`src/rtl/i2s_slave_rx_pkg.sv`:
```
// ============================================================================
// i2s_slave_rx_pkg
// ----------------------------------------------------------------------------
// Shared definitions for the I2S slave receiver:
//   - default sample / slot widths and synchroniser depth
//   - bit counter width and a saturating increment helper
//   - FSM state encoding (IDLE / WAIT_L / WAIT_R, 2 bits)
// ============================================================================
package i2s_slave_rx_pkg;

    localparam int I2S_SAMPLE_WIDTH = 16;
    localparam int I2S_SLOT_WIDTH   = 32;
    localparam int I2S_SYNC_STAGES  = 2;
    localparam int I2S_CNT_WIDTH    = 6;

    typedef enum logic [1:0] {
        ST_IDLE   = 2'b00,
        ST_WAIT_L = 2'b01,
        ST_WAIT_R = 2'b10
    } i2s_state_t;

    // Counts BCLK rises within a slot; sticks at all-ones instead of wrapping
    // so that a grossly long slot can never alias to a legal length.
    function automatic logic [I2S_CNT_WIDTH-1:0] sat_inc(
        input logic [I2S_CNT_WIDTH-1:0] cnt
    );
        if (cnt == {I2S_CNT_WIDTH{1'b1}}) begin
            return cnt;
        end
        return cnt + 1'b1;
    endfunction

endpackage : i2s_slave_rx_pkg

```
`src/rtl/i2s_slave_rx_sync_edge.sv`:
```
// ============================================================================
// i2s_slave_rx_sync_edge
// ----------------------------------------------------------------------------
// STAGES-deep synchroniser for one asynchronous input, followed by a
// rise/fall detector on the synchronised level.
//
// Ports:
//   i_clk   in   system clock
//   i_rst   in   asynchronous active-high reset
//   i_d     in   asynchronous input line
//   o_q     out  synchronised level
//   o_rise  out  1-cycle strobe: synchronised level went 0 -> 1
//   o_fall  out  1-cycle strobe: synchronised level went 1 -> 0
//
// The strobes are combinational from the last synchroniser stage, so a pin
// change becomes visible on the strobes STAGES clocks later and anything
// registered from a strobe appears STAGES+1 clocks after the pin change.
// ============================================================================
module i2s_slave_rx_sync_edge #(
    parameter int STAGES = 2
) (
    input  logic i_clk,
    input  logic i_rst,
    input  logic i_d,
    output logic o_q,
    output logic o_rise,
    output logic o_fall
);

    logic [STAGES-1:0] r_sync;
    logic [STAGES-1:0] w_sync_d;
    logic              r_prev;

    genvar gi;
    generate
        for (gi = 0; gi < STAGES; gi++) begin : g_stage
            if (gi == 0) begin : g_first
                assign w_sync_d[gi] = i_d;
            end else begin : g_chain
                assign w_sync_d[gi] = r_sync[gi-1];
            end
        end
    endgenerate

    always_ff @(posedge i_clk or posedge i_rst) begin
        if (i_rst) begin
            r_sync <= '0;
            r_prev <= 1'b0;
        end else begin
            r_sync <= w_sync_d;
            r_prev <= r_sync[STAGES-1];
        end
    end

    assign o_q    = r_sync[STAGES-1];
    assign o_rise =  r_sync[STAGES-1] & ~r_prev;
    assign o_fall = ~r_sync[STAGES-1] &  r_prev;

endmodule : i2s_slave_rx_sync_edge

```
`src/rtl/i2s_slave_rx.sv`:
```
// ============================================================================
// i2s_slave_rx
// ----------------------------------------------------------------------------
// Stereo I2S slave receiver. BCLK, LRCK and SDATA are driven by an external
// master and oversampled in the clk domain. Left and right samples are
// deserialised MSB first (standard I2S, 1-bit delay after each LRCK edge) and
// each complete stereo frame is presented with a 1-cycle valid pulse at the
// LRCK falling edge that closes the right slot.
//
// Ports:
//   i_clk           in   system clock
//   i_reset         in   asynchronous active-high reset
//   i_bclk_in       in   I2S bit clock (asynchronous)
//   i_lrck_in       in   I2S word select, 0 = left, 1 = right
//   i_sdata_in      in   I2S serial data
//   o_sample_l      out  last complete left sample (two's complement)
//   o_sample_r      out  last complete right sample (two's complement)
//   o_sample_valid  out  1-cycle pulse: o_sample_l / o_sample_r updated
//   o_frame_err     out  1-cycle pulse on a malformed slot
//
// Build option:
//   I2S_RX_FRAME_CHECK_EN  when defined, a slot with fewer than
//                          SAMPLE_WIDTH+1 or more than SLOT_WIDTH+1 BCLK rises
//                          pulses o_frame_err at its closing LRCK edge and the
//                          frame is dropped. When undefined, o_frame_err is 0
//                          and only short slots are dropped.
// ============================================================================
module i2s_slave_rx
    import i2s_slave_rx_pkg::*;
#(
    parameter int SAMPLE_WIDTH = I2S_SAMPLE_WIDTH,
    parameter int SLOT_WIDTH   = I2S_SLOT_WIDTH,
    parameter int SYNC_STAGES  = I2S_SYNC_STAGES
) (
    input  logic                    i_clk,
    input  logic                    i_reset,
    input  logic                    i_bclk_in,
    input  logic                    i_lrck_in,
    input  logic                    i_sdata_in,
    output logic [SAMPLE_WIDTH-1:0] o_sample_l,
    output logic [SAMPLE_WIDTH-1:0] o_sample_r,
    output logic                    o_sample_valid,
    output logic                    o_frame_err
);

    // Minimum rise count for a usable slot: the delay bit plus every sample bit.
    localparam logic [I2S_CNT_WIDTH-1:0] MIN_CNT    = I2S_CNT_WIDTH'(SAMPLE_WIDTH + 1);
    // Last rise (counted before increment) whose data is still a sample bit.
    localparam logic [I2S_CNT_WIDTH-1:0] SHIFT_LAST = I2S_CNT_WIDTH'(SAMPLE_WIDTH);
`ifdef I2S_RX_FRAME_CHECK_EN
    localparam logic [I2S_CNT_WIDTH-1:0] MAX_CNT    = I2S_CNT_WIDTH'(SLOT_WIDTH + 1);
`endif

    // ------------------------------------------------------------------
    // Input synchronisation and edge strobes
    // ------------------------------------------------------------------
    logic w_bclk_rise;
    logic w_bclk_fall_unused;
    logic w_bclk_level_unused;
    logic w_lrck_rise;
    logic w_lrck_fall;
    logic w_lrck_level_unused;
    logic w_sdata;
    logic w_sdata_rise_unused;
    logic w_sdata_fall_unused;

    i2s_slave_rx_sync_edge #(
        .STAGES (SYNC_STAGES)
    ) u_sync_bclk (
        .i_clk  (i_clk),
        .i_rst  (i_reset),
        .i_d    (i_bclk_in),
        .o_q    (w_bclk_level_unused),
        .o_rise (w_bclk_rise),
        .o_fall (w_bclk_fall_unused)
    );

    i2s_slave_rx_sync_edge #(
        .STAGES (SYNC_STAGES)
    ) u_sync_lrck (
        .i_clk  (i_clk),
        .i_rst  (i_reset),
        .i_d    (i_lrck_in),
        .o_q    (w_lrck_level_unused),
        .o_rise (w_lrck_rise),
        .o_fall (w_lrck_fall)
    );

    // Same depth as BCLK so each data bit lines up with its BCLK rise strobe.
    i2s_slave_rx_sync_edge #(
        .STAGES (SYNC_STAGES)
    ) u_sync_sdata (
        .i_clk  (i_clk),
        .i_rst  (i_reset),
        .i_d    (i_sdata_in),
        .o_q    (w_sdata),
        .o_rise (w_sdata_rise_unused),
        .o_fall (w_sdata_fall_unused)
    );

    logic w_lrck_edge;
    assign w_lrck_edge = w_lrck_rise | w_lrck_fall;

    // ------------------------------------------------------------------
    // State
    // ------------------------------------------------------------------
    i2s_state_t                r_state;
    i2s_state_t                w_state_next;
    logic [I2S_CNT_WIDTH-1:0]  r_bit_cnt;
    logic [SAMPLE_WIDTH-1:0]   r_shreg;
    logic [SAMPLE_WIDTH-1:0]   r_hold_l;
    logic                      r_l_ok;
    logic                      w_l_ok_next;
    logic                      w_load_hold;
    logic                      w_load_out;
    logic                      w_slot_ok;
    logic [SAMPLE_WIDTH-1:0]   r_sample_l;
    logic [SAMPLE_WIDTH-1:0]   r_sample_r;
    logic                      r_sample_valid;

    // Length check of the slot being closed, evaluated on the LRCK edge
    // strobe using the count accumulated before that edge.
`ifdef I2S_RX_FRAME_CHECK_EN
    assign w_slot_ok = (r_bit_cnt >= MIN_CNT) && (r_bit_cnt <= MAX_CNT);
`else
    assign w_slot_ok = (r_bit_cnt >= MIN_CNT);
`endif

    // ------------------------------------------------------------------
    // FSM: state register
    // ------------------------------------------------------------------
    always_ff @(posedge i_clk or posedge i_reset) begin
        if (i_reset) begin
            r_state <= ST_IDLE;
        end else begin
            r_state <= w_state_next;
        end
    end

    // ------------------------------------------------------------------
    // FSM: next state and datapath controls
    // ------------------------------------------------------------------
    always_comb begin
        w_state_next = r_state;
        w_l_ok_next  = r_l_ok;
        w_load_hold  = 1'b0;
        w_load_out   = 1'b0;
        case (r_state)
            ST_IDLE: begin
                // Lock on the first left-slot start; anything earlier is noise.
                if (w_lrck_fall) begin
                    w_state_next = ST_WAIT_L;
                    w_l_ok_next  = 1'b0;
                end
            end
            ST_WAIT_L: begin
                if (w_lrck_rise) begin
                    w_l_ok_next  = w_slot_ok;
                    w_load_hold  = w_slot_ok;
                    w_state_next = ST_WAIT_R;
                end
            end
            ST_WAIT_R: begin
                if (w_lrck_fall) begin
                    w_load_out   = r_l_ok & w_slot_ok;
                    w_l_ok_next  = 1'b0;
                    w_state_next = ST_WAIT_L;
                end
            end
            default: begin
                w_state_next = ST_IDLE;
                w_l_ok_next  = 1'b0;
            end
        endcase
    end

    // ------------------------------------------------------------------
    // Bit counter, shift register, holding and output registers
    // ------------------------------------------------------------------
    always_ff @(posedge i_clk or posedge i_reset) begin
        if (i_reset) begin
            r_bit_cnt      <= '0;
            r_shreg        <= '0;
            r_hold_l       <= '0;
            r_l_ok         <= 1'b0;
            r_sample_l     <= '0;
            r_sample_r     <= '0;
            r_sample_valid <= 1'b0;
        end else begin
            if (w_lrck_edge) begin
                // LRCK edge wins; a coincident BCLK rise is bit 1 of the new
                // slot (the previous slot's LSB), which carries no sample data.
                r_bit_cnt <= w_bclk_rise ? I2S_CNT_WIDTH'(1) : '0;
            end else if (w_bclk_rise) begin
                r_bit_cnt <= sat_inc(r_bit_cnt);
                // Rises 2..SAMPLE_WIDTH+1 (count 1..SAMPLE_WIDTH before the
                // increment) are sample bits, MSB first.
                if ((r_bit_cnt != '0) && (r_bit_cnt <= SHIFT_LAST)) begin
                    r_shreg <= {r_shreg[SAMPLE_WIDTH-2:0], w_sdata};
                end
            end

            if (w_load_hold) begin
                r_hold_l <= r_shreg;
            end

            r_l_ok         <= w_l_ok_next;
            r_sample_valid <= w_load_out;

            if (w_load_out) begin
                r_sample_l <= r_hold_l;
                r_sample_r <= r_shreg;
            end
        end
    end

    // ------------------------------------------------------------------
    // Frame error pulse
    // ------------------------------------------------------------------
`ifdef I2S_RX_FRAME_CHECK_EN
    logic w_frame_err_det;
    logic r_frame_err;

    // Flag any badly sized slot at its closing edge while locked.
    assign w_frame_err_det = ((r_state == ST_WAIT_L) && w_lrck_rise && !w_slot_ok) ||
                             ((r_state == ST_WAIT_R) && w_lrck_fall && !w_slot_ok);

    always_ff @(posedge i_clk or posedge i_reset) begin
        if (i_reset) begin
            r_frame_err <= 1'b0;
        end else begin
            r_frame_err <= w_frame_err_det;
        end
    end

    assign o_frame_err = r_frame_err;
`else
    assign o_frame_err = 1'b0;
`endif

    assign o_sample_l     = r_sample_l;
    assign o_sample_r     = r_sample_r;
    assign o_sample_valid = r_sample_valid;

endmodule : i2s_slave_rx

```
`config.mk`:
```
export PLATFORM = sky130hd
export DESIGN_NAME = i2s_slave_rx
export DESIGN_NICKNAME = d
export VERILOG_FILES = /design/src/rtl/i2s_slave_rx_pkg.sv /design/src/rtl/i2s_slave_rx_sync_edge.sv /design/src/rtl/i2s_slave_rx.sv
export SDC_FILE = /design/constraint.sdc
export NUM_CORES = 1
export LEC_CHECK = 0
export BUFFER_PORTS_ARGS = -buffer_cell sky130_fd_sc_hd__buf_2
export CAP_MARGIN = 5
export CORE_ASPECT_RATIO = 0.8
export CORE_MARGIN = 1
export CORE_UTILIZATION = 30
export CTS_CLUSTER_DIAMETER = 30
export DETAILED_ROUTE_END_ITERATION = 10
export PLACE_DENSITY = 0.44
export SLEW_MARGIN = 25
export SYNTH_ARGS = -nofsm -noshare
export SYNTH_HDL_FRONTEND = slang
export SYNTH_HIERARCHICAL = 1
export SYNTH_SLANG_ARGS = --single-unit
export TNS_END_PERCENT = 50
```
`constraint.sdc`:
```
create_clock -name i_clk -period 2.85 [get_ports i_clk]
set_input_delay 0.1425 -clock i_clk [delete_from_list [all_inputs] [get_ports i_clk]]
set_output_delay 0.1425 -clock i_clk [all_outputs]
set_load 0.05 [all_outputs]
```
==> qor.csv, run 1 <==
metric;value;unit
boundary pin count;39;
synthesis warning total;6;
final estimated routing congestion in global placement;0.725;
# setup viols final;0;
unrepaired setup endpoints after global routing;false;
antenna diode instance count;0;
Post-Syn Area;3340;um2
register area;2050;um2
overall die width;120;um
result of the run;finished clean;
Clock Pin Slew Worst Setup and Hold Paths;60;ps
non-filler instance count after layout;416;
Layout Area Growth over Synthesis;20.7;%
final count of hold timing violations;0;
effective utilization at floorplan;30.8;%
relative max-transition margin;38.8;%
CTS tree;built;
Port-buffer cells;37;
data arrival time at the worst-slack endpoint;2360;ps
First DRT Iteration DRCs;54;
number of cells produced by synthesis;217;
via count normalized by instance count;4.26;
maximum level of the CTS H-tree;3;
DR DRC count;0;
layout filler cell count;1058;
CP Launch Type;register;
Die ar.;11600;um2
upper clock frequency limit;0.465;GHz
DR WL/cell;13.3;um
ratio of final minimum period to clock period;75.5;%
total length of routed wires;5550;um
final net count;275;
root buffer cell;clkbuf_16;
number of nets with antenna violations after routing;0;
total via count in the routed design;1774;
post-cts gate resize count;0;
CTS Buf Count;9;
CTS sink cnt;82;
placed cell count;396;
Worst Setup End Kind;register;
crit-path max FO;17;
number of antenna violations at the first check in global routing;0;
number of global-route vias before repair;1776;
global-route usage over all layers;10.7;%
worst ir drop on vdd;0.330;mV
total grt overflow;0;
max-cap violations;0;
final count of pins violating max slew;0;
Net Count, Synth;225;
clock period minus final worst setup slack;2150;ps
DP Wirelength;3690;um
setup TNS;0;ps
global-route wire length before repair;9200;um
Std-Cell Rows;34;
area occupied by multi-input gates;1190;um2
maximum number of buffers from clock root to sink;2;
worst endpoint required time;3060;ps
type of the most critical hold path;primary input to async pin;
worst clock skew on the final layout;6.35;ps
Clock Latency Late Sink;330;ps
transition time at the pin with the least slew margin;916;ps
core area;10800;um2
average cell area after synthesis;15.4;um2
crit path kind;register to register;
share of final-layout standard cells stronger than drive strength 1;47.1;%
final core utilization;37.1;%
die height;96.3;um
sum of internal, switching and leakage power;2570;uW
total power per unit cell area;639;nW/um2
leakage;0.00202;uW
largest net degree at the start of global routing;45;
first-pass detailed-route iteration total;4;
## final timing paths
path	start	end	slack, ps	cells after the start
min in group i_clk	u_sync_bclk/r_sync[0]	u_sync_bclk/r_sync[1]	350	0
worst min-delay path	i_reset	u_sync_sdata/r_sync[0]	230	3
worst max register to register	r_bit_cnt[1]	o_sample_r[0]	700	7
max in group asynchronous	i_reset	o_sample_r[10]	1420	4
worst min register to register	u_sync_bclk/r_sync[0]	u_sync_bclk/r_sync[1]	350	0
worst max-delay path	r_bit_cnt[1]	o_sample_r[0]	700	7
## sequential cells by signal (all words and copies together), names as in the netlist, 2 cells and up
| register | cells |
|---|---|
| u_sync_sdata/r_sync | 2 |
| r_state | 2 |
| r_hold_l | 16 |
| u_sync_lrck/r_sync | 2 |
| u_sync_bclk/r_sync | 2 |
| r_shreg | 16 |
| o_sample_l | 16 |
| r_bit_cnt | 6 |
| o_sample_r | 16 |
## routing by layer
metal	vias up	track usage [%]	wire length, um
met3	8	4.27	234
li1	857	-	-
met1	871	15.1	2950
met2	38	14.5	2290
met5	-	0	0
met4	0	3.75	76
## metrics by stage
stage | setup slack [ps] | cell area (um2) | hold WS, ps
6_report | 699 | 4030 | 232
5_1_grt | 599 | 4030 | 277
4_1_cts | 692 | 4030 | 223
3_5_place_dp | 709 | 3680 | 33.6
3_3_place_gp | 717 | 3680 | 33.1
2_1_floorplan | 826 | 3340 | -116
## area by class of cell
type,count,share of cell area (%)
clock buffers,12,6.37
clock inverters,4,1.24
inverters,9,0.839
multi-input cells,118,29.4
flip-flops and latches,82,50.9
well taps,144,4.47
repair buffers,47,6.71
## layout by cell type, fill, tap and decap left out, types with 2 or more instances in the layout
| cell type | count |
|---|---|
| clkinvlp_4 | 2 |
| buf_2 | 37 |
| clkbuf_8 | 2 |
| a21oi_1 | 3 |
| dfrtp_1 | 82 |
| ha_1 | 3 |
| inv_1 | 8 |
| mux2_2 | 35 |
| nand2_1 | 11 |
| clkbuf_16 | 9 |
| mux2_4 | 29 |
| nor3_1 | 2 |
| buf_4 | 6 |
| nor2b_1 | 3 |
| nand3_1 | 3 |
| nor2_1 | 7 |
| o21ai_0 | 4 |
| dlygate4sd3_1 | 4 |
## critical path, cell delays in order (launching register included)
cell and delay (ps):
dfrtp_1 390, inv_1 80, ha_1 180, or4b_4 500, a21oi_4 240, nor4_4 70, buf_4 240, mux2_4 330
## power by group
group	switching (uW)	total, uW	leakage, uW	internal (uW)
Combinational	71.2	133	0.000753	62.1
Sequential	57.1	1270	0.00112	1220
Clock	440	1160	0.000145	725
Total	569	2570	0.00202	2000
## repair_timing
| action | CTS | global route |
|---|---|---|
| hold endpoints to repair | 11 | 0 |
| setup buffers | 0 | 0 |
| hold buffers | 4 | 0 |
(Power assumes the default switching activity.)
==> run 2, diff against run 1 <==
==> constraint.sdc (replaced) <==
create_clock -name i_clk -period 2.06 [get_ports i_clk]
set_input_delay 0.103 -clock i_clk [delete_from_list [all_inputs] [get_ports i_clk]]
set_output_delay 0.103 -clock i_clk [all_outputs]
set_load 0.05 [all_outputs]
==> qor.csv, run 2 (same netlist as run 1, synthesis figures left out) <==
metric;value;unit;change
CP Depth;6;;-1
number of antenna violations at the first check in global routing;0;;unchanged
unrepaired setup endpoints after global routing;true;;
final design area excluding fillers;4090;um2;+1.5%
First DRT Iteration DRCs;80;;+48%
leakage;0.00205;uW;+1.9%
setup TNS;0;ps;unchanged
Critical Path Source;r_bit_cnt[0];;
upper clock frequency limit;0.494;GHz;+6.3%
total power per unit cell area;843;nW/um2;+32%
CTS sink cnt;82;;unchanged
# setup viols final;0;;unchanged
global-route usage over all layers;10.9;%;+0.21 points
overall die width;120;um;unchanged
Port-buffer cells;37;;unchanged
CP Launch Type;register;;
number of global-route vias before repair;1817;;+2.3%
slowest CP cell;or4b_4;;
reg2reg setup slack;40;ps;-660 ps
commonest non-fill, non-tap cells in the layout;dfrtp_1, buf_2, mux2_2;;
worst clock skew on the final layout;3.89;ps;-2.46 ps
total length of routed wires;5600;um;+0.77%
final setup margin;36.9;ps;-662 ps
Clock Pin Slew Worst Setup and Hold Paths;60;ps;about the same
boundary pin count;39;;unchanged
Worst Setup End Kind;register;;
total grt overflow;0;;unchanged
max-cap violations;0;;unchanged
worst ir drop on vdd;0.468;mV;+42%
clock period minus final worst setup slack;2020;ps;-128 ps
share of final-layout standard cells stronger than drive strength 1;48.2;%;+1.1 points
Die ar.;11600;um2;unchanged
maximum level of the CTS H-tree;3;;unchanged
sum of internal, switching and leakage power;3450;uW;+34%
first-pass detailed-route iteration total;4;;unchanged
type of the most critical hold path;primary input to async pin;;
core area;10800;um2;unchanged
root buffer cell;clkbuf_16;;
DR WL/cell;13.3;um;-0.66%
DP Wirelength;3600;um;-2.4%
length in cells of the worst reg-to-reg path;6;;-1
worst hold slack;190;ps;-42.7 ps
maximum number of buffers from clock root to sink;2;;unchanged
final count of hold timing violations;0;;unchanged
largest net degree at the start of global routing;75;;+67%
crit-path max FO;17;;unchanged
result of the run;finished clean;;
final net count;281;;+2.2%
chain of cells forming the critical path;ha_1 > or4b_4 > a21oi_4 > nor4_4 > buf_12 > mux2_4;;
r2r startpoint;r_bit_cnt[0];;
Post-Place Setup Slack;17.5;ps;-692 ps
capture point of the worst path;o_sample_r[1];;
die height;96.3;um;unchanged
CTS tree;built;;
ratio of final minimum period to clock period;98.2;%;+23 points
final count of pins violating max slew;0;;unchanged
Std-Cell Rows;34;;unchanged
Area after DPL;3760;um2;+2.2%
R2R Path End;o_sample_r[1];;
buffers plus inverters on the worst setup path;1;;-1
total via count in the routed design;1824;;+2.8%
data arrival time at the worst-slack endpoint;2230;ps;-130 ps
final estimated routing congestion in global placement;0.734;;+1.4%
antenna diode instance count;0;;unchanged
effective utilization at floorplan;30.8;%;unchanged
DR DRC count;0;;unchanged
Layout Area Growth over Synthesis;22.5;%;
Critical Path Max Stage Delay;500;ps;about the same
worst endpoint required time;2270;ps;-790 ps
number of nets with antenna violations after routing;0;;unchanged
Clock Latency Late Sink;330;ps;about the same
crit path kind;register to register;;
global-route wire length before repair;9420;um;+2.4%
leading cell type in the layout, fill and taps excluded;dfrtp_1;;
CTS Buf Count;9;;unchanged
via count normalized by instance count;4.32;;+1.4%
cell type group with the largest total delay on the critical path;simple AND/OR/NAND/NOR gates;;
[run 2: cell types whose count changed in the layout (fill, tap and decap cells not counted), sizes merged]
cell      change
clkinvlp      -2
clkinv        +1
bufinv        -1
buf           +6
clkbuf        +2
[run 2: where the power goes]
group          internal, uW  total, uW  switching (uW)
clock network           911       1490             582
logic                  95.7        199             104
registers              1680       1750            67.4
total                  2690       3450             753
[run 2: cell type report]
class / count / area, um2
clock buffers: 14 / 274
clock inverters: 2 / 10.0
fillers: 1060 / 6760
inverters: 9 / 33.8
multi-input cells: 118 / 1190
flip-flops and latches: 82 / 2050
well taps: 144 / 180
repair buffers: 53 / 353
[run 2: timing repair]
| action | 4_1_cts | 5_1_grt |
|---|---|---|
| gates resized for setup | 0 | 1 |
| setup endpoints to repair | 2 | 32 |
| hold buffers | 4 | 0 |
| hold endpoints to repair | 85 | 0 |
| buffers inserted | 0 | 0 |
| pin swaps | 1 | 0 |
[run 2: how the worst min path moves through the flow]
stage                        endpoint  depth (start not counted)
6_report       u_sync_sdata/r_sync[0]                          3
5_1_grt        u_sync_sdata/r_sync[1]                          3
4_1_cts        u_sync_sdata/r_sync[0]                          3
3_5_place_dp   u_sync_sdata/r_sync[0]                          2
3_3_place_gp   u_sync_sdata/r_sync[0]                          2
2_1_floorplan  u_sync_sdata/r_sync[0]                          1
[run 2: worst register-to-register path, stage by stage, from the launching register on]
cell and delay (ps):
dfrtp_1 400, ha_1 210, or4b_4 500, a21oi_4 220, nor4_4 90, buf_12 180, mux2_4 310
[run 2: layer usage]
metal  track usage, %  wire length (um)
met1             14.8              2910
met5                0                 0
met4             4.79                78
met3             4.09               217
met2             15.2              2390
[run 2: stage by stage]
stage / utilization (%) / cells
floorplan: - / 217
global placement: 34.7 / 402
detailed placement: 34.7 / 402
CTS: 37.7 / 422
global route: 37.7 / 422
finish: 37.7 / 422
